===== src/rtl/pipeline_rr_arbiter_if.sv =====
// Handshake bundle between NUM_REQ requesters, the round-robin arbiter and the
// downstream pipeline stage. master = requester/downstream side, slave = arbiter.
`ifndef ADDRESS_WIDTH
`define ADDRESS_WIDTH 16
`endif
`ifndef ID_WIDTH
`define ID_WIDTH 8
`endif

interface pipeline_rr_arbiter_if #(
  parameter int NUM_REQ = 4,
  localparam int SRC_W = (NUM_REQ > 1) ? $clog2(NUM_REQ) : 1
);
  logic [NUM_REQ-1:0]                req_valid;
  logic [NUM_REQ*`ADDRESS_WIDTH-1:0] req_address;
  logic [NUM_REQ*`ID_WIDTH-1:0]      req_id;
  logic [NUM_REQ-1:0]                req_stall;
  logic [`ADDRESS_WIDTH-1:0]         out_address;
  logic [`ID_WIDTH-1:0]              out_id;
  logic                              out_valid;
  logic [SRC_W-1:0]                  out_src;
  logic                              in_stall;

  modport master (
    output req_valid, req_address, req_id, in_stall,
    input  req_stall, out_address, out_id, out_valid, out_src
  );

  modport slave (
    input  req_valid, req_address, req_id, in_stall,
    output req_stall, out_address, out_id, out_valid, out_src
  );
endinterface


===== src/rtl/pipeline_rr_arbiter.sv =====
// Round-robin arbiter feeding one registered output slot of a pipeline stage.
// Define ARB_BURST_EN to let a winner keep the slot for up to BURST_LEN grants.
`ifndef ADDRESS_WIDTH
`define ADDRESS_WIDTH 16
`endif
`ifndef ID_WIDTH
`define ID_WIDTH 8
`endif

module pipeline_rr_arbiter #(
  parameter int NUM_REQ   = 4,
  parameter int BURST_LEN = 4,
  localparam int SRC_W = (NUM_REQ > 1) ? $clog2(NUM_REQ) : 1
) (
  input  logic                  clk,
  input  logic                  reset,
  pipeline_rr_arbiter_if.slave  bus
);
  localparam int AW = `ADDRESS_WIDTH;
  localparam int IW = `ID_WIDTH;

  if (NUM_REQ < 1 || NUM_REQ > 16) begin : g_bad_num_req
    $error("pipeline_rr_arbiter: NUM_REQ must be 1..16");
  end
  if (BURST_LEN < 1 || BURST_LEN > 255) begin : g_bad_burst_len
    $error("pipeline_rr_arbiter: BURST_LEN must be 1..255");
  end

  logic [SRC_W-1:0]   rr_ptr;
  logic [SRC_W-1:0]   rr_winner;
  logic [SRC_W-1:0]   winner;
  logic [SRC_W-1:0]   next_ptr;
  logic               rr_found;
  logic               load;
  logic               any_valid;
  logic [NUM_REQ-1:0] grant;
  int                 idx;

  assign load      = !bus.out_valid || !bus.in_stall;
  assign any_valid = |bus.req_valid;

  // Circular scan starting at rr_ptr; the index wraps explicitly so that
  // non-power-of-two NUM_REQ never looks at a nonexistent requester.
  always_comb begin
    rr_winner = '0;
    rr_found  = 1'b0;
    idx       = 0;
    for (int k = 0; k < NUM_REQ; k++) begin
      idx = int'(rr_ptr) + k;
      if (idx >= NUM_REQ) idx = idx - NUM_REQ;
      if (!rr_found && bus.req_valid[idx[SRC_W-1:0]]) begin
        rr_found  = 1'b1;
        rr_winner = idx[SRC_W-1:0];
      end
    end
  end

`ifdef ARB_BURST_EN
  logic [7:0]       burst_cnt;
  logic [SRC_W-1:0] last_src;
  logic             prev_grant;
  logic             lock;

  assign lock   = prev_grant && bus.req_valid[last_src] && (int'(burst_cnt) < BURST_LEN - 1);
  assign winner = lock ? last_src : rr_winner;
`else
  assign winner = rr_winner;
`endif

  assign next_ptr = (winner == SRC_W'(NUM_REQ - 1)) ? '0 : winner + 1'b1;

  // Reset gates every grant so all requesters see stall while reset is high.
  always_comb begin
    grant = '0;
    if (!reset && load && any_valid) grant[winner] = 1'b1;
  end

  assign bus.req_stall = ~grant;

  always_ff @(posedge clk) begin
    if (reset) begin
      bus.out_valid   <= 1'b0;
      bus.out_address <= '0;
      bus.out_id      <= '0;
      bus.out_src     <= '0;
      rr_ptr          <= '0;
`ifdef ARB_BURST_EN
      burst_cnt       <= '0;
      last_src        <= '0;
      prev_grant      <= 1'b0;
`endif
    end else if (load) begin
      if (any_valid) begin
        bus.out_valid   <= 1'b1;
        bus.out_address <= bus.req_address[int'(winner)*AW +: AW];
        bus.out_id      <= bus.req_id[int'(winner)*IW +: IW];
        bus.out_src     <= winner;
        rr_ptr          <= next_ptr;
`ifdef ARB_BURST_EN
        burst_cnt       <= lock ? burst_cnt + 8'd1 : 8'd0;
        last_src        <= winner;
        prev_grant      <= 1'b1;
`endif
      end else begin
        bus.out_valid   <= 1'b0;
`ifdef ARB_BURST_EN
        burst_cnt       <= '0;
        prev_grant      <= 1'b0;
`endif
      end
    end
  end
endmodule


===== src/flat_wrapper.sv =====
// flat-port wrapper written by rule: the top's interface ports become plain ports
module pipeline_rr_arbiter_flat 
#(
  parameter int NUM_REQ   = 4,
  parameter int BURST_LEN = 4,
  localparam int SRC_W = (NUM_REQ > 1) ? $clog2(NUM_REQ) : 1
)
  (clk, reset, bus_req_valid, bus_req_address, bus_req_id, bus_in_stall, bus_req_stall, bus_out_address, bus_out_id, bus_out_valid, bus_out_src);
  pipeline_rr_arbiter_if #(.NUM_REQ(NUM_REQ)) bus_i ();
  input  logic clk;
  input  logic reset;
  input wire logic [$bits(bus_i.req_valid)-1:0] bus_req_valid;
  input wire logic [$bits(bus_i.req_address)-1:0] bus_req_address;
  input wire logic [$bits(bus_i.req_id)-1:0] bus_req_id;
  input wire logic [$bits(bus_i.in_stall)-1:0] bus_in_stall;
  output wire logic [$bits(bus_i.req_stall)-1:0] bus_req_stall;
  output wire logic [$bits(bus_i.out_address)-1:0] bus_out_address;
  output wire logic [$bits(bus_i.out_id)-1:0] bus_out_id;
  output wire logic [$bits(bus_i.out_valid)-1:0] bus_out_valid;
  output wire logic [$bits(bus_i.out_src)-1:0] bus_out_src;
  assign bus_i.req_valid = bus_req_valid;
  assign bus_i.req_address = bus_req_address;
  assign bus_i.req_id = bus_req_id;
  assign bus_i.in_stall = bus_in_stall;
  assign bus_req_stall = bus_i.req_stall;
  assign bus_out_address = bus_i.out_address;
  assign bus_out_id = bus_i.out_id;
  assign bus_out_valid = bus_i.out_valid;
  assign bus_out_src = bus_i.out_src;
  pipeline_rr_arbiter #(.NUM_REQ(NUM_REQ), .BURST_LEN(BURST_LEN)) u_core (.clk(clk), .reset(reset), .bus(bus_i));
endmodule

===== config.mk =====
export PLATFORM = sky130hd
export DESIGN_NAME = pipeline_rr_arbiter_flat
export DESIGN_NICKNAME = d
export VERILOG_FILES = /design/src/rtl/pipeline_rr_arbiter_if.sv /design/src/rtl/pipeline_rr_arbiter.sv /design/src/flat_wrapper.sv
export SDC_FILE = /design/constraint.sdc
export NUM_CORES = 1
export LEC_CHECK = 0
export CORE_MARGIN = 2
export CORE_UTILIZATION = 39
export CTS_CLUSTER_SIZE = 24
export DETAILED_ROUTE_END_ITERATION = 12
export HOLD_SLACK_MARGIN = 0.1
export PLACE_DENSITY = 0.85
export SLEW_MARGIN = 20
export SYNTH_ARGS = -nofsm -noshare
export SYNTH_HDL_FRONTEND = slang
export SYNTH_SLANG_ARGS = --single-unit

===== constraint.sdc =====
create_clock -name clk -period 4.4 [get_ports clk]
set_clock_uncertainty 0.15 [all_clocks]
set_input_delay 0.88 -clock clk [delete_from_list [all_inputs] [get_ports clk]]
set_output_delay 0.88 -clock clk [all_outputs]
set_load 0.005 [all_outputs]

==> summary.txt <==
Die
  – Die width: 75.1 um
  – Initial Util: 41.2%
  – Num ports: 134
  – Vert. Die Dim: around 75 um
  – Core outline area: 4790 um2
  – Die area: 5630 um2
  – Row cnt: 25

Power and ir drop
  – Gate power share: 44.0%
  – Clock network power share: 21.7%
  – PD cells: 284 nW/um2
  – Pleak: roughly 1.4 nW
  – Switching Share: 30.7%
  – Internal power: about 670 uW
  – Peak supply drop: 0.000157 V
  – Sequential share of power: around 34%
  – Switch Pwr: 298 uW
  – Power Total: 970 uW

Place
  – Post-Place Setup Slack: around 0.27 ns
  – IO buf count: 133
  – Area after DPL: roughly 3300 um2
  – Routability cong.: slightly below 0.8
  – Post-DP HPWL: about 5.3 mm
  – Cell total after placement: 441

Yosys
  – Primary FF master, synth: dfxtp_1
  – Register bit count reported by yosys: 29
  – Post-synthesis cell type count: 32
  – Ys async rst share: 0%
  – Number of flops mapped to enable cells by yosys: 0
  – Mapped Area: 1970 um2
  – Ys Warns: 0
  – Largest family of logic cells by synthesized area: compound AO/OA/AOI/OAI gates
  – Mux cell area share after synthesis: 13.4%
  – Sequential element share of the synthesized area: 29.5%
  – Post-Syn Nets: 357
  – Adder-Cell Fraction of Synth Area: 0.635%
  – Post-Synth XOR/XNOR Area: 0%
  – Post-Synth Simple-Gate Area: 19.1%
  – Compound-Gate Fraction of Synth Area: 27.4%
  – Cells after synthesis: 253
  – Mean Syn Cell Area: between 7 and 8 um2

Status
  – Status: completed

CTS
  – Sink Count: 29
  – Clock-pin slew on the worst setup and hold paths: roughly 0.06 ns
  – Resize count post-CTS: 0
  – CTS Buffer Depth: 2
  – Post-CTS Setup Bufs: 0
  – CTS buffer count: 5
  – Max H-tree Level: 2
  – Post-CTS Hold Fix Bufs: 0
  – CTS tree: yes
  – Later-pin clock latency in the skew report: 0.28 ns
  – Root Driver: clkbuf_8

Timing
  – Fin. Hold Viols: 0
  – Fin worst setup slack: roughly 0.25 ns
  – Worst slew pin tran: 0.975 ns
  – Final setup fails: 0
  – Fmax: 241 MHz
  – Final Slew Violations: 0
  – Fin crit share: 94.3%
  – Final hold slack: 0.314 ns
  – RSZ-0062 raised after global routing: false
  – Period minus WS final: roughly 4.1 ns
  – Final TNS setup: 0 ns
  – Slew HR: around 35%

Routing
  – Met2 routed WL: 3.38 mm
  – Post-route ant nets: 0
  – TritonRoute pass-1 iters: 4
  – DRT iter0 DRCs: roughly 140
  – Total Wirelength: 6.88 mm
  – Routed vias: 2,416
  – DR top layer: met4
  – DRC viols: 0
  – Drt wl/cell: 15.3 um
  – Metal3 WL: 533 um
  – Via-to-Cell Ratio: 5.38
  – Routed metal-1 wire length: 2.76 mm

Critical path
  – R2R depth: 6
  – RR Endpoint: u_core.bus.out_id[0]
  – Reg-to-reg startpoint: u_core.rr_ptr[0]
  – Worst Path Max Fanout: 12
  – Crit Path Category: input pin to primary output
  – Endpoint class of the critical path: primary output
  – Crit start category: input pin
  – Reg-to-reg setup timing slack: 2.26 ns
  – Required time of the critical path: about 3.4 ns
  – Arrival time at the worst endpoint: 3.12 ns

Global route
  – Largest net degree at the start of global routing: 25
  – Global Route Usage Sum: 24.3%
  – Initial antenna violation count: 0
  – First-pass GRT wire length: 10.5 mm
  – Overflow after GRT: 0
  – Vias in the first global route: 2,308

Job
  – # Max-Cap Violations: 0

Worst hold path
  – Worst hold path endpoint: u_core.bus.out_src[1]
  – Hold WC Path Type: flip-flop to flip-flop
  – Hold Startpoint: u_core.bus.out_src[1]
  – Cell depth of the worst hold path: 2

Final layout
  – Antenna cells: 0
  – Share of layout cells above drive strength 1: 7.85%
  – Fin cells: 449
  – Fin nets: 485
  – Leading cell type in the layout, fill and taps excluded: clkdlybuf4s50_1
  – Final core utilization: 71.3%
  – Most frequent cells in the layout: 133 x clkdlybuf4s50_1, 45 x nand2_1, 32 x a21oi_1
  – Area growth from synthesis to layout: 73.3%
  – Design Area, Final: 3410 um2
==> final cells by class <==
cell class                 instances  area [um2]
sequential                        29         581
fill                             414        1370
multi-input combinational        184        1190
clock buffer                       8        80.1
tap                               67        83.8
timing repair buffer             143        1410
inverter                          18        67.6
==> cell usage after synthesis, types with 2 or more instances <==
cell type	number	share of area, %
a21oi_1	32	8.1
and3_1	13	4.1
o21ai_0	15	3.8
nand2_1	45	8.6
a221o_1	24	12
nand3_1	11	2.8
inv_1	17	3.2
buf_2	6	1.5
dfxtp_1	29	29
mux2_2	11	6.3
buf_4	3	1.1
clkbuf_1	10	1.9
nor2_1	4	0.76
mux2i_1	14	7.1
buf_6	2	1.1
==> per-layer routing <==
| metal | vias to the layer above | track usage (%) |
|---|---|---|
| met5 | - | 0 |
| met3 | 21 | 4.42 |
| met4 | 0 | 10.7 |
| met1 | 1097 | 29.5 |
| li1 | 1165 | - |
| met2 | 133 | 41.7 |
==> critical path, cell delays in order <==
cell and delay [ns]:
clkdlybuf4s50_1 0.53, nor4_1 0.59, a21o_2 0.23, nor2_1 0.07, and2_4 0.21, nand2_1 0.08, clkdlybuf4s50_1 0.51
==> registers in the layout (all words and copies together), names as in the netlist <==
register                cells
u_core.bus.out_address     16
u_core.bus.out_id           8
u_core.bus.out_src          2
u_core.rr_ptr               2
u_core.bus.out_valid        1
==> cell families after synthesis <==
logic type,Yosys count
buffers and inverters,40
AOI/OAI and AO/OA,79
DFF,29
and+or+nand+nor,79
muxes,25
adders and majority gates,1
==> power by group through the flow <==
stage / Combinational, mW / Clock [mW] / Sequential, mW
5_1_grt: 0.462 / 0.225 / 0.338
3_3_place_gp: 0.416 / 0 / 0.335
4_1_cts: 0.427 / 0.214 / 0.332
3_5_place_dp: 0.425 / 0 / 0.337
2_1_floorplan: 0.213 / 0 / 0.336
6_report: 0.427 / 0.211 / 0.332
==> worst max path at each step <==
stage / slack, ns / from / to / depth (start not counted)
finish: 0.25 / bus_req_valid[1] / bus_req_stall[2] / 7
global route: 0.15 / bus_req_valid[0] / bus_req_stall[2] / 7
CTS: 0.27 / bus_req_valid[0] / bus_req_stall[2] / 7
detailed placement: 0.27 / bus_req_valid[0] / bus_req_stall[2] / 7
global placement: 0.38 / bus_req_valid[2] / bus_req_stall[2] / 7
floorplan: 1.33 / bus_req_valid[2] / bus_req_stall[0] / 8
Note: power is estimated with default switching activity, not from simulation.
